--- src/rtl/mem_access_unit_if.sv ---
// Bundle for mem_access_unit: pipeline request side, byte-serial memory port and FSM debug view.
// Request handshake: a request transfers on a rising edge where req_valid=1 and req_ready=1.
// Memory handshake: a byte transfers on a rising edge where mem_req=1 and mem_ack=1.
interface mem_access_unit_if #(
    parameter int ADDR_W = 32
);
    logic              req_valid;
    logic              req_ready;
    logic              mem_read;
    logic              mem_write;
    logic [1:0]        size;
    logic              sign_ext;
    logic [ADDR_W-1:0] addr;
    logic [31:0]       wdata;
    logic              busy;
    logic              done;
    logic              err;
    logic [31:0]       rdata;
    logic              mem_req;
    logic              mem_we;
    logic [ADDR_W-1:0] mem_addr;
    logic [7:0]        mem_wdata;
    logic [7:0]        mem_rdata;
    logic              mem_ack;
    logic [1:0]        dbg_state;

    modport slave (
        input  req_valid, mem_read, mem_write, size, sign_ext, addr, wdata,
               mem_rdata, mem_ack,
        output req_ready, busy, done, err, rdata,
               mem_req, mem_we, mem_addr, mem_wdata, dbg_state
    );

    modport master (
        output req_valid, mem_read, mem_write, size, sign_ext, addr, wdata,
               mem_rdata, mem_ack,
        input  req_ready, busy, done, err, rdata,
               mem_req, mem_we, mem_addr, mem_wdata, dbg_state
    );
endinterface

--- src/rtl/mem_access_unit.sv ---
// Byte-serial load/store engine: one request in, 1/2/4 byte handshakes on the memory port,
// assembled and extended load data out. Status and memory outputs decode registered state only.
module mem_access_unit #(
    parameter int ADDR_W = 32
) (
    input  logic             clk,
    input  logic             rst,
    mem_access_unit_if.slave bus
);
    localparam logic [1:0] S_IDLE   = 2'b00;
    localparam logic [1:0] S_ACCESS = 2'b01;
    localparam logic [1:0] S_DONE   = 2'b10;

    localparam logic [1:0] SZ_WORD = 2'b00;
    localparam logic [1:0] SZ_BYTE = 2'b01;
    localparam logic [1:0] SZ_RSVD = 2'b10;
    localparam logic [1:0] SZ_HALF = 2'b11;

    logic [1:0]        state;
    logic [ADDR_W-1:0] addr_q;
    logic [31:0]       wdata_q;
    logic [31:0]       asm_q;
    logic [31:0]       rdata_q;
    logic [1:0]        size_q;
    logic [1:0]        idx;
    logic              sext_q;
    logic              we_q;
    logic              err_q;

    logic              accept;
    logic              req_err;
    logic [1:0]        last_idx;
    logic [31:0]       asm_next;
    logic [31:0]       load_val;
    logic              in_access;

    assign accept = (state == S_IDLE) && bus.req_valid && (bus.mem_read || bus.mem_write);

    always_comb begin
        req_err = 1'b0;
        if (bus.mem_read && bus.mem_write) begin
            req_err = 1'b1;
        end else begin
            case (bus.size)
                SZ_RSVD: req_err = 1'b1;
                SZ_HALF: req_err = bus.addr[0];
                SZ_WORD: req_err = (bus.addr[1:0] != 2'b00);
                default: req_err = 1'b0;
            endcase
        end
    end

    always_comb begin
        case (size_q)
            SZ_WORD: last_idx = 2'd3;
            SZ_HALF: last_idx = 2'd1;
            default: last_idx = 2'd0;
        endcase
    end

    // Assembly value including the byte arriving this cycle, so rdata can load on the final ack.
    always_comb begin
        asm_next = asm_q;
        asm_next[{idx, 3'b000} +: 8] = bus.mem_rdata;
    end

    always_comb begin
        case (size_q)
            SZ_BYTE: load_val = sext_q ? {{24{asm_next[7]}}, asm_next[7:0]}
                                       : {24'h0, asm_next[7:0]};
            SZ_HALF: load_val = sext_q ? {{16{asm_next[15]}}, asm_next[15:0]}
                                       : {16'h0, asm_next[15:0]};
            default: load_val = asm_next;
        endcase
    end

    always_ff @(posedge clk or posedge rst) begin
        if (rst) begin
            state   <= S_IDLE;
            addr_q  <= '0;
            wdata_q <= '0;
            asm_q   <= '0;
            rdata_q <= '0;
            size_q  <= SZ_WORD;
            idx     <= '0;
            sext_q  <= 1'b0;
            we_q    <= 1'b0;
            err_q   <= 1'b0;
        end else begin
            case (state)
                S_IDLE: begin
                    if (accept) begin
                        if (req_err) begin
                            err_q <= 1'b1;
                            state <= S_DONE;
                        end else begin
                            err_q   <= 1'b0;
                            addr_q  <= bus.addr;
                            wdata_q <= bus.wdata;
                            size_q  <= bus.size;
                            sext_q  <= bus.sign_ext;
                            we_q    <= bus.mem_write;
                            idx     <= '0;
                            state   <= S_ACCESS;
                        end
                    end
                end
                S_ACCESS: begin
                    if (bus.mem_ack) begin
                        if (!we_q) asm_q <= asm_next;
                        if (idx == last_idx) begin
                            if (!we_q) rdata_q <= load_val;
                            state <= S_DONE;
                        end else begin
                            idx <= idx + 2'd1;
                        end
                    end
                end
                S_DONE:  state <= S_IDLE;
                default: state <= S_IDLE;
            endcase
        end
    end

    // Memory outputs are forced to zero outside ACCESS so idle and reset values are clean.
    assign in_access     = (state == S_ACCESS);
    assign bus.mem_req   = in_access;
    assign bus.mem_we    = in_access && we_q;
    assign bus.mem_addr  = in_access ? (addr_q + ADDR_W'(idx)) : '0;
    assign bus.mem_wdata = (in_access && we_q) ? wdata_q[{idx, 3'b000} +: 8] : 8'h00;

    assign bus.req_ready = (state == S_IDLE);
    assign bus.busy      = (state != S_IDLE);
    assign bus.done      = (state == S_DONE);
    assign bus.err       = (state == S_DONE) && err_q;
    assign bus.rdata     = rdata_q;
    assign bus.dbg_state = state;
endmodule

--- src/flat_wrapper.sv ---
// flat-port wrapper written by rule: the top's interface ports become plain ports
module mem_access_unit_flat 
#(
    parameter int ADDR_W = 32
)
  (clk, rst, bus_req_valid, bus_mem_read, bus_mem_write, bus_size, bus_sign_ext, bus_addr, bus_wdata, bus_mem_rdata, bus_mem_ack, bus_req_ready, bus_busy, bus_done, bus_err, bus_rdata, bus_mem_req, bus_mem_we, bus_mem_addr, bus_mem_wdata, bus_dbg_state);
  mem_access_unit_if #(.ADDR_W(ADDR_W)) bus_i ();
  input  logic clk;
  input  logic rst;
  input wire logic [$bits(bus_i.req_valid)-1:0] bus_req_valid;
  input wire logic [$bits(bus_i.mem_read)-1:0] bus_mem_read;
  input wire logic [$bits(bus_i.mem_write)-1:0] bus_mem_write;
  input wire logic [$bits(bus_i.size)-1:0] bus_size;
  input wire logic [$bits(bus_i.sign_ext)-1:0] bus_sign_ext;
  input wire logic [$bits(bus_i.addr)-1:0] bus_addr;
  input wire logic [$bits(bus_i.wdata)-1:0] bus_wdata;
  input wire logic [$bits(bus_i.mem_rdata)-1:0] bus_mem_rdata;
  input wire logic [$bits(bus_i.mem_ack)-1:0] bus_mem_ack;
  output wire logic [$bits(bus_i.req_ready)-1:0] bus_req_ready;
  output wire logic [$bits(bus_i.busy)-1:0] bus_busy;
  output wire logic [$bits(bus_i.done)-1:0] bus_done;
  output wire logic [$bits(bus_i.err)-1:0] bus_err;
  output wire logic [$bits(bus_i.rdata)-1:0] bus_rdata;
  output wire logic [$bits(bus_i.mem_req)-1:0] bus_mem_req;
  output wire logic [$bits(bus_i.mem_we)-1:0] bus_mem_we;
  output wire logic [$bits(bus_i.mem_addr)-1:0] bus_mem_addr;
  output wire logic [$bits(bus_i.mem_wdata)-1:0] bus_mem_wdata;
  output wire logic [$bits(bus_i.dbg_state)-1:0] bus_dbg_state;
  assign bus_i.req_valid = bus_req_valid;
  assign bus_i.mem_read = bus_mem_read;
  assign bus_i.mem_write = bus_mem_write;
  assign bus_i.size = bus_size;
  assign bus_i.sign_ext = bus_sign_ext;
  assign bus_i.addr = bus_addr;
  assign bus_i.wdata = bus_wdata;
  assign bus_i.mem_rdata = bus_mem_rdata;
  assign bus_i.mem_ack = bus_mem_ack;
  assign bus_req_ready = bus_i.req_ready;
  assign bus_busy = bus_i.busy;
  assign bus_done = bus_i.done;
  assign bus_err = bus_i.err;
  assign bus_rdata = bus_i.rdata;
  assign bus_mem_req = bus_i.mem_req;
  assign bus_mem_we = bus_i.mem_we;
  assign bus_mem_addr = bus_i.mem_addr;
  assign bus_mem_wdata = bus_i.mem_wdata;
  assign bus_dbg_state = bus_i.dbg_state;
  mem_access_unit #(.ADDR_W(ADDR_W)) u_core (.clk(clk), .rst(rst), .bus(bus_i));
endmodule
--- config.mk ---
export PLATFORM = sky130hd
export DESIGN_NAME = mem_access_unit_flat
export DESIGN_NICKNAME = d
export VERILOG_FILES = /design/src/rtl/mem_access_unit_if.sv /design/src/rtl/mem_access_unit.sv /design/src/flat_wrapper.sv
export SDC_FILE = /design/constraint.sdc
export NUM_CORES = 1
export LEC_CHECK = 0
export CORE_MARGIN = 5
export CORE_UTILIZATION = 49
export CTS_CLUSTER_SIZE = 10
export DETAILED_ROUTE_END_ITERATION = 8
export PLACE_DENSITY = 0.76
export RECOVER_POWER = 50
export SYNTH_ARGS = -nofsm -noshare
export SYNTH_HDL_FRONTEND = slang
export SYNTH_SLANG_ARGS = --single-unit
--- constraint.sdc ---
create_clock -name clk -period 8.05 [get_ports clk]
set_input_delay 1.61 -clock clk [delete_from_list [all_inputs] [get_ports clk]]
set_output_delay 1.61 -clock clk [all_outputs]
set_load 0.01 [all_outputs]
### Word-level counts from Yosys, hierarchy flattened

Index checks and enable logic that the tools add are counted.

* register bits after elaboration: 137
* input port bits: 81
* output and inout port bits: 80
* word-level logic and storage cells: 68

* bitwise operators: 2
* multiplexer cells: 20
* eq/ne operators: 12
* shift-type cells: 3
* reduce and logical (&&, ||, !) cells: 18
* add/sub/neg operators: 3

Operators by type and width (count)
* 2-to-1 mux 32 bit: 3
* one-hot mux 32 bit (2 select lines): 1
* adder 32 x 2 -> 32 bit: 1
* bitwise mux 32 bit: 1
* variable shift 8 x 7 -> 32 bit, first input constant: 1
* variable part select 32 x 6 -> 8 bit: 1
* variable part select 8 x 7 -> 32 bit: 1
* 2-to-1 mux 2 bit: 8
* one-hot mux 2 bit (2 select lines): 3
* AND reduction 3 bit: 3
* equality test 2 bit, second input constant: 4
* 2-to-1 mux 8 bit: 1
* != test 2 bit, second input constant: 4
* negator 5 -> 7 bit: 1
* zero test 2 bit: 3
* nonzero test 2 bit: 3
* logical AND 1 bit: 5
* AND reduction 5 bit: 1
* equality test 2 x 1 -> 1 bit, second input constant: 2
* AND reduction 4 bit: 1
* one-hot mux 1 bit (3 select lines): 1
* adder 2 x 1 -> 2 bit, second input constant: 1
* equality test 2 bit: 1
* 2-to-1 mux 1 bit: 2
* other kinds (4): 5

### Logic depth before layout (Yosys ltp)

Gate-level depths: netlist of run 1.

* word-level depth: 6
* mapped depth: 9
* depth with buffers taken out: 6

### Least setup slack after synthesis of run 1

OpenSTA, ideal clock, no wires.

* path kind: reg2out
* start: register u_core.idx[0]
* end: output bus_mem_addr[30]
* slack: 3.954 ns
* stages on the path, launching flop included: 8
* data required time: 6.440 ns
* arrival: 2.486 ns
* buffers on the path: 1
* path through: dfrtp_1 -> ha_1 -> fa_1 -> nand3_2 -> or4_4 -> buf_6 -> or4_1 -> a21oi_1

* longest elaborated chain between the ends: 2

RTL lines
* start: declaration: line mem_access_unit.sv:25 `logic [1:0] idx;`
* start signal: assignment: line mem_access_unit.sv:115 `idx <= idx + 2'd1;`
* adder 32 x 2 -> 32 bit: line mem_access_unit.sv:129 `assign bus.mem_addr = in_access ? (addr_q + ADDR_W'(idx)) : '0;`
* 2-to-1 mux 32 bit: line mem_access_unit.sv:129
* end: declaration: line flat_wrapper.sv:26 `output wire logic [$bits(bus_i.mem_addr)-1:0] bus_mem_addr;`

No other way between the ends.

### Worst setup path after layout of run 1

* start: register u_core.idx[0]
* end: output bus_mem_addr[26]

Same word-level chain as after synthesis.

==> flow_summary.json, run 1 <==
{
  "status": "finished with violations",
  "violations": "max-capacitance violations, max-slew violations",
  "drt_pre_antenna_iters": 5,
  "yosys.area_share.simple_pct": 13.4,
  "fin_crit_ns": 5.67,
  "synth_xor_xnor_area_share_pct": 1.66,
  "io_buffers": 160,
  "fin_area_sq_mm": 0.00919,
  "power.switching_mw": 1.24,
  "place.gp.congestion": 0.838,
  "setup_viol": 0,
  "cts_sinks": 137,
  "n_antenna_cell": 0,
  "hold_path_depth": 1,
  "routed-via-count": 5533,
  "grt_pass1_vias": 5587,
  "critPathArrivalTime_ns": 4.06,
  "clkPwrFrac_pct": 24.0,
  "hold_viol_final": 0,
  "globalRouteOverflowTotal": 0,
  "pre_cts_ws_ns": 2.81,
  "wl_per_cell_um": 18.7,
  "syn_area_sq_mm": 0.00686,
  "synth.avg_cell_area_sq_um": 11.2,
  "final_nets": 847,
  "seqPwrFrac_pct": 36.2,
  "synth_most_common_cell": "dfrtp_1",
  "path_cells": "ha_1 > fa_1 > nand3_2 > or4_4 > or4_1 > a21oi_1 > clkdlybuf4s50_1",
  "yosysWarnings": 0,
  "synth_cell_type_count": 52,
  "synthToLayoutAreaGrowth_pct": 34.0,
  "setup-tns-final_ns": 0,
  "dieArea_sq_mm": 0.0165,
  "slew_headroom_pct": -127,
  "path_class": "register to primary output",
  "drive_gt1_share_pct": 15.6,
  "fin_skew_ns": 0.00768,
  "grt_start_max_net_pins": 79,
  "slew_viol_final": 140,
  "wl_mm": 17.7,
  "reg2reg_depth": 7,
  "htree_levels": 4,
  "synth_ff_type": "dfrtp_1",
  "startpoint_type": "register",
  "cp-end-kind": "primary output",
  "synth-compound-area-share_pct": 15.7,
  "cts_buffer_depth": 2,
  "synth.mux.area_fraction_pct": 13.9,
  "core_area_sq_mm": 0.0138,
  "num_rows": 43,
  "antenna_found_initial": 0,
  "peakVddDrop_mv": 0.217,
  "max_freq_mhz": 177,
  "dieHeight_um": 128,
  "first_iter_violations": 381,
  "hold_buffers": 0,
  "die_w_um": 128,
  "p_leak_nw": 3.82,
  "ctsResizeCount": 0,
  "grt_pass1_wl_mm": 28.9,
  "dp_cells": 916,
  "synth_top_family_by_area": "compound AO/OA/AOI/OAI gates",
  "synth_fa_ha_area_share_pct": 2.12,
  "p_sw_share_pct": 34.8,
  "io_pins": 161,
  "power_density_mw_per_mm2": 388,
  "insertion_delay_ns": 0.41,
  "fin_crit_sh_pct": 70.4,
  "drt_drc_violations_left": 0,
  "grtUsageTotal_pct": 22.1,
  "final_cells": 947,
  "synthTopCellsByArea": "dfrtp_1 (50%), mux2_2 (11%), nor2_1 (3.2%)",
  "synth_cells": 612,
  "pwr-share-comb_pct": 39.8,
  "rsz0062_at_grt": "no",
  "yosys-top-cells-count": "dfrtp_1 (137), mux2_2 (68), nor2_1 (58), a21oi_1 (43), clkbuf_1 (30)",
  "start_util_pct": 49.6,
  "synthArstFlopShare_pct": 100,
  "synth_edf_count": 0,
  "ant_nets": 0,
  "critPathSlowestCell": "dfrtp_1",
  "cts_setup_buffers": 0,
  "hp-class": "register to register",
  "cp_max_fo": 17,
  "p_total_mw": 3.56,
  "yosys.area.top_type": "dfrtp_1",
  "fin_hold_ws_ns": 0.488,
  "yosysSeqAreaShare_pct": 50.0,
  "cp.required_ns": 6.44,
  "worst_pin_slew_ns": 3.39,
  "final_core_util_pct": 66.5,
  "drv_cap": 3,
  "synth-seq-cells": 137,
  "cts_tree": "built",
  "path_clk_slew_ns": 0.06,
  "placed_area_sq_mm": 0.00856,
  "internal_power_mw": 2.32,
  "synth_top_area_share_pct": 50.0,
  "numCtsBuffers": 17,
  "dpl.hpwl_mm": 12.7,
  "syn-num-nets": 704,
  "root_buffer": "clkbuf_16",
  "worst_path_largest_cell_delay_ns": 0.87,
  "viasPerCell": 5.84,
  "fin_ws_ns": 2.38
}
==> critical path: cells and delay by family (launching register included) <==
family	cells	cell delay, ns
AO/OA/AOI/OAI	1	0.17
buffers and inverters	1	0.58
flip-flops	1	0.87
AND/OR/NAND/NOR	3	1.39
adder cells (fa/ha/maj)	2	0.63
==> registers in the layout, summed over array words and instances, names as in the netlist <==
name,count
u_core.idx,2
u_core.bus.rdata,32
u_core.we_q,1
u_core.asm_q,32
u_core.err_q,1
u_core.size_q,2
u_core.bus.dbg_state,2
u_core.sext_q,1
u_core.wdata_q,32
u_core.addr_q,32
==> power by group through the flow <==
stage                     Sequential, mW  Clock (mW)  Combinational [mW]
after global placement              1.28           0                1.42
final                               1.29       0.855                1.42
after detailed placement            1.30           0                1.46
after floorplan                     1.24           0               0.925
after global routing                1.34       0.896                1.56
after CTS                           1.29       0.869                1.47
==> cells by family after synthesis <==
kind of cell / Yosys count
compound gates: 149
xor+xnor: 13
fa+ha+maj: 11
buf+inv: 55
flops: 137
mux: 77
simple gates: 170
==> routing by layer <==
metal | global-route usage (%) | part of all wire, %
met4 | 9.05 | 2.7
met2 | 35.5 | 49
met5 | 0 | 0
met3 | 5.38 | 6.4
met1 | 28.9 | 42
==> final cells by class <==
class / instances / area (sq um)
flip-flops and latches: 137 / 3430
clock inverters: 12 / 196
repair buffers: 164 / 1630
multi-input cells: 420 / 3200
fillers: 1050 / 4640
inverters: 15 / 57.6
clock buffers: 19 / 453
well taps: 180 / 225
==> worst paths after layout <==
kind | to | from | slack (ns)
worst min-delay path | u_core.err_q$_DFFE_PP0P_ | u_core.err_q$_DFFE_PP0P_ | 0.49
min in group asynchronous | u_core.wdata_q[12]$_DFFE_PP0P_ | rst | 2.65
worst max register to register | u_core.bus.rdata[26]$_DFFE_PP0P_ | u_core.idx[0]$_DFFE_PP0P_ | 3.86
worst max-delay path | bus_mem_addr[26] | u_core.idx[0]$_DFFE_PP0P_ | 2.38
max in group asynchronous | u_core.bus.rdata[6]$_DFFE_PP0P_ | rst | 2.87
worst min register to register | u_core.err_q$_DFFE_PP0P_ | u_core.err_q$_DFFE_PP0P_ | 0.49
==> cell usage in the layout (no fill, tap or decap), types with 2 or more instances in the layout <==
| cell | n |
|---|---|
| o21ai_0 | 8 |
| nor2b_1 | 14 |
| or3_2 | 2 |
| nand2_1 | 20 |
| inv_1 | 14 |
| bufinv_16 | 5 |
| a22o_1 | 23 |
| nand3_1 | 9 |
| dlygate4sd3_1 | 40 |
| a32oi_1 | 23 |
| xor2_1 | 5 |
| xnor2_1 | 8 |
| and2_1 | 8 |
| clkbuf_8 | 2 |
| or4_1 | 11 |
| and3_1 | 11 |
| mux4_2 | 8 |
| o22a_1 | 24 |
| dfrtp_1 | 137 |
| nor3b_1 | 3 |
| clkinv_2 | 3 |
| nand2b_1 | 2 |
| nor3_1 | 4 |
| a41o_1 | 2 |
| a21oi_1 | 43 |
| nand4_1 | 7 |
| buf_4 | 2 |
| clkdlybuf4s50_1 | 120 |
| o211ai_1 | 2 |
| mux2_2 | 68 |
| clkbuf_16 | 17 |
| or3_1 | 4 |
| and4_1 | 4 |
| nor2_1 | 58 |
| ha_1 | 10 |
| a31oi_1 | 4 |
| nand3_2 | 2 |
| o31ai_1 | 12 |
| nor4_1 | 6 |
| clkinvlp_4 | 3 |
Power figures use the tool's default switching activity.
==> run 2: changes to the inputs <==
clock period = 5.6 ns   (was 8.05 ns; I/O delays follow)
==> run 2 against run 1 <==
The flow still finishes with violations (max-capacitance violations, max-slew violations). Routed wire length is 3.6% higher. Global-route usage is 0.44 points higher. Clock skew is 0.00079 ns lower. Critical path depth is 1 lower. Sequential share of layout area hardly changed. Design area hardly changed. Critical endpoint unchanged. Largest cell class unchanged. Highest routed layer unchanged.
==> flow_summary.json, run 2 (synthesis results as in run 1) <==
{
  "p_leak_nw": 3.79,
  "root_buffer": "clkbuf_16",
  "numCtsBuffers": 17,
  "cts_tree": "built",
  "wl_per_cell_um": 19.3,
  "wl_mm": 18.3,
  "cp_max_fo": 15,
  "drive_gt1_share_pct": 16.4,
  "power.switching_mw": 1.84,
  "worst_path_largest_cell_delay_ns": 0.80,
  "peakVddDrop_mv": 0.329,
  "dieHeight_um": 128,
  "routed-via-count": 5605,
  "setup-tns-final_ns": 0,
  "p_sw_share_pct": 36.0,
  "setup_viol": 0,
  "fin_ws_ns": 0.774,
  "place.gp.congestion": 0.823,
  "status": "finished with violations",
  "io_buffers": 160,
  "internal_power_mw": 3.27,
  "fin_crit_sh_pct": 86.2,
  "path_cells": "fa_1 > nand3_2 > or4_4 > or4_1 > a21oi_1 > clkdlybuf4s50_1",
  "ctsResizeCount": 0,
  "r2r_setup_slack_ns": 1.45,
  "core_area_sq_mm": 0.0138,
  "antenna_found_initial": 0,
  "hold_buffers": 0,
  "violations": "max-capacitance violations, max-slew violations",
  "critPathSlowestCell": "dfrtp_1",
  "cts_buffer_depth": 2,
  "hp-class": "register to register",
  "pwr-share-comb_pct": 41.4,
  "grt_start_max_net_pins": 60,
  "path_class": "register to primary output",
  "grt_pass1_vias": 5841,
  "r2r-start": "u_core.idx[1]$_DFFE_PP0P_",
  "dieArea_sq_mm": 0.0165,
  "hold_start": "u_core.err_q$_DFFE_PP0P_",
  "crit_path_start": "u_core.idx[1]$_DFFE_PP0P_",
  "rsz0062_at_grt": "no",
  "drv_cap": 2,
  "final_nets": 849,
  "io_pins": 161,
  "die_w_um": 128,
  "insertion_delay_ns": 0.42,
  "grtUsageTotal_pct": 22.6,
  "slew_viol_final": 96,
  "path_clk_slew_ns": 0.06,
  "ant_nets": 0,
  "worst_pin_slew_ns": 2.54,
  "drt_drc_violations_left": 0,
  "cp-end-kind": "primary output",
  "num_rows": 43,
  "final_common_cell": "dfrtp_1",
  "clkPwrFrac_pct": 22.6,
  "n_antenna_cell": 0,
  "cp.required_ns": 4.48,
  "viasPerCell": 5.90,
  "start_util_pct": 49.6,
  "dpl.hpwl_mm": 12.9,
  "seqPwrFrac_pct": 36.0,
  "cts_setup_buffers": 0,
  "slew_headroom_pct": -70.1,
  "num-fill-cells": 1027,
  "cts_sinks": 137,
  "fin_crit_ns": 4.83,
  "htree_levels": 4,
  "drt_pre_antenna_iters": 6,
  "synthToLayoutAreaGrowth_pct": 33.9,
  "power_density_mw_per_mm2": 555,
  "max_freq_mhz": 207,
  "hold_viol_final": 0,
  "fin_skew_ns": 0.00689,
  "first_iter_violations": 509,
  "globalRouteOverflowTotal": 0,
  "critPathArrivalTime_ns": 3.71,
  "startpoint_type": "register",
  "pre_cts_ws_ns": 1.23,
  "grt_pass1_wl_mm": 29.4,
  "final_cell_mix": "dfrtp_1 (137), clkdlybuf4s50_1 (126), mux2_2 (68), nor2_1 (58), a21oi_1 (43)"
}
==> run 2: changes by cell type in the layout (fill, tap and decap cells not counted), sizes merged <==
cell / change
clkinv: -2
buf: +2
bufinv: -2
inv: +2
clkdlybuf4s50: +6
clkinvlp: +3
dlygate4sd3: -6
==> run 2: final cells by class <==
class	instances	area, sq um	area share [%]
Clock buffer	19	443	4.82
Clock inverter	13	169	1.84
Inverter	15	57.6	0.627
Multi-Input combinational cell	420	3220	35.1
Sequential cell	137	3430	37.3
Tap cell	180	225	2.45
Timing Repair Buffer	166	1640	17.9
==> run 2: path summary, 6_finish.rpt <==
| path | to | cells past startpoint |
|---|---|---|
| min in group asynchronous | u_core.size_q[0]$_DFFE_PP0P_ | 2 |
| worst min-delay path | u_core.err_q$_DFFE_PP0P_ | 1 |
| max in group asynchronous | u_core.bus.rdata[10]$_DFFE_PP0P_ | 3 |
| worst max-delay path | bus_mem_addr[26] | 6 |
| worst min register to register | u_core.err_q$_DFFE_PP0P_ | 1 |
| worst max register to register | u_core.bus.rdata[26]$_DFFE_PP0P_ | 6 |
==> run 2: power by group through the flow <==
stage	Sequential (mW)	Combinational, mW	Clock (mW)
final	1.84	2.11	1.15
after global routing	1.90	2.31	1.21
after floorplan	1.78	1.33	0
after CTS	1.83	2.16	1.17
after global placement	1.81	2.07	0
after detailed placement	1.84	2.14	0
==> run 2: critical path: cells and delay by family, from the launching register on <==
kind | cells | cell delay [ns]
adder cells (fa/ha/maj) | 1 | 0.41
AO/OA/AOI/OAI | 1 | 0.16
AND/OR/NAND/NOR | 3 | 1.37
buffers and inverters | 1 | 0.55
flip-flops | 1 | 0.80
==> run 2: layer usage <==
| metal | track usage, % | vias to the layer above | routed length, um |
|---|---|---|---|
| li1 | - | 2580 | - |
| met5 | 0 | - | 0 |
| met4 | 9.55 | 0 | 514 |
| met1 | 28.9 | 2750 | 7560 |
| met3 | 4.96 | 38 | 1170 |
| met2 | 37.1 | 237 | 9100 |
==> run 2: per-stage QoR <==
stage | std cells | power [mW] | area (sq um) | utilization, % | hold slack (ns)
3_5_place_dp | 918 | 3.98 | 8580 | 62.0 | 0.476
3_3_place_gp | 918 | 3.88 | 8580 | 62.0 | 0.466
4_1_cts | 950 | 5.16 | 9190 | 66.5 | 0.494
5_1_grt | 950 | 5.41 | 9180 | 66.4 | 0.515
6_report | 950 | 5.10 | 9180 | 66.4 | 0.489
2_1_floorplan | 612 | 3.11 | 6860 | - | 0.456
==> run 3: changes to the inputs <==
CORE_UTILIZATION = 40   (was 49)
PLACE_DENSITY = 0.63   (was 0.76)
==> run 3 against run 2 <==
The flow still finishes with violations (max-capacitance violations, max-slew violations). Total power down 0.67%. Clock power about the same. Flip-flop and latch count unchanged. Critical path type unchanged. Highest routed layer is now met5.
==> flow_summary.json, run 3 (synthesis results as in run 1) <==
{
  "cts_buffer_depth": 2,
  "power_density_mw_per_mm2": 549,
  "wl_mm": 18.4,
  "hold_buffers": 0,
  "insertion_delay_ns": 0.42,
  "cts_setup_buffers": 0,
  "place.gp.congestion": 0.792,
  "status": "finished with violations",
  "drt_pre_antenna_iters": 4,
  "numCtsBuffers": 17,
  "r2r_setup_slack_ns": 2.52,
  "critPathArrivalTime_ns": 3.35,
  "violations": "max-capacitance violations, max-slew violations",
  "hold_viol_final": 0,
  "n_antenna_cell": 0,
  "cp.required_ns": 4.48,
  "viasPerCell": 5.54,
  "r2r-start": "u_core.idx[0]$_DFFE_PP0P_",
  "final_nets": 850,
  "timing.rr.end": "u_core.bus.rdata[30]$_DFFE_PP0P_",
  "cp-end-kind": "primary output",
  "antenna_found_initial": 1,
  "slew_viol_final": 88,
  "cts_tree": "built",
  "drive_gt1_share_pct": 16.4,
  "dieHeight_um": 141,
  "drt_drc_violations_left": 0,
  "path_clk_slew_ns": 0.06,
  "root_buffer": "clkbuf_16",
  "min_to": "u_core.err_q$_DFFE_PP0P_",
  "first_iter_violations": 264,
  "fin_crit_ns": 4.47,
  "p_total_mw": 5.07,
  "core_area_sq_mm": 0.0167,
  "grt_start_max_net_pins": 88,
  "setup_viol": 0,
  "drv_cap": 1,
  "wl_per_cell_um": 18.6,
  "ctsResizeCount": 0,
  "cp_max_fo": 13,
  "dieArea_sq_mm": 0.0199,
  "fin_skew_ns": 0.00715,
  "fin_crit_sh_pct": 79.8,
  "ant_nets": 0,
  "p_leak_nw": 3.83,
  "num_rows": 47,
  "die_w_um": 141,
  "fin_area_sq_mm": 0.00924,
  "peakVddDrop_mv": 0.275,
  "path_class": "register to primary output",
  "num-fill-cells": 1413,
  "rsz0062_at_grt": "no",
  "dpl.hpwl_mm": 13.2,
  "cts_sinks": 137,
  "slew_headroom_pct": -116,
  "routed-via-count": 5483,
  "grt_pass1_wl_mm": 29.7,
  "hp-class": "register to register",
  "max_freq_mhz": 224,
  "io_buffers": 160,
  "startpoint_type": "register",
  "start_util_pct": 41.1,
  "placed_area_sq_mm": 0.00864,
  "worst_pin_slew_ns": 3.23,
  "setup-tns-final_ns": 0,
  "final_cell_mix": "dfrtp_1 (137), clkdlybuf4s50_1 (125), mux2_2 (68), nor2_1 (58), a21oi_1 (43)",
  "grt_pass1_vias": 5638,
  "io_pins": 161,
  "hold_path_depth": 1,
  "htree_levels": 4,
  "hold_start": "u_core.err_q$_DFFE_PP0P_",
  "globalRouteOverflowTotal": 0,
  "reg2reg_depth": 8,
  "synthToLayoutAreaGrowth_pct": 34.7,
  "final_common_cell": "dfrtp_1",
  "grtUsageTotal_pct": 18.7
}
==> run 3: cell count changes in the layout (fill, tap and decap cells not counted), moves of 2 or more <==
cell        delta
inv_6          -2
clkbuf_1       -2
clkinv_2       +4
clkinvlp_4     -6
buf_4          +3
clkinv_4       +4
==> run 3: worst max path at each step <==
stage / start / end / slack (ns) / depth (start not counted)
after detailed placement: u_core.idx[0]$_DFFE_PP0P_ / bus_mem_addr[30] / 1.59 / 7
after floorplan: rst / u_core.addr_q[0]$_DFFE_PP0P_ / 0.81 / 1
after global routing: rst / u_core.addr_q[30]$_DFFE_PP0P_ / 0.59 / 3
after CTS: u_core.idx[0]$_DFFE_PP0P_ / bus_mem_addr[30] / 1.12 / 7
after global placement: u_core.idx[0]$_DFFE_PP0P_ / bus_mem_addr[26] / 1.63 / 7
final: u_core.idx[0]$_DFFE_PP0P_ / bus_mem_addr[30] / 1.13 / 7
==> run 3: cell type report <==
type	count	area, sq um	area share (%)
multi-input cells	420	3220	34.9
clock inverters	12	150	1.63
inverters	15	56.3	0.610
well taps	220	275	2.98
repair buffers	167	1650	17.9
clock buffers	19	453	4.90
flip-flops and latches	137	3430	37.1
==> run 3: critical path, cell delays in order (launching register included) <==
cell	delay, ns
dfrtp_1	0.36
ha_1	0.21
fa_1	0.28
nand3_2	0.18
or4_4	0.66
or4_1	0.52
a21oi_1	0.17
clkdlybuf4s50_1	0.55
==> run 3: routing by layer <==
| layer | wire length (um) | track usage [%] | vias to the layer above |
|---|---|---|---|
| li1 | - | - | 2579 |
| met1 | 7980 | 24.8 | 2689 |
| met2 | 8980 | 29.8 | 184 |
| met3 | 1040 | 4.47 | 29 |
| met4 | 393 | 7.50 | 2 |
| met5 | 7 | 0 | - |
==> run 3: through the flow <==
stage	utilization [%]	hold slack (ns)	instances	setup WS [ns]
floorplan	-	0.456	612	0.812
global placement	51.7	0.465	959	1.63
detailed placement	51.7	0.478	959	1.59
CTS	55.3	0.490	990	1.12
global route	55.3	0.514	990	0.588
finish	55.3	0.492	990	1.13
==> run 3: power breakdown <==
part / switching [mW] / internal [mW] / leakage, nW / total, mW
clock network: 0.419 / 0.719 / 0.302 / 1.14
logic: 1.03 / 1.10 / 1.85 / 2.12
registers: 0.351 / 1.46 / 1.68 / 1.81
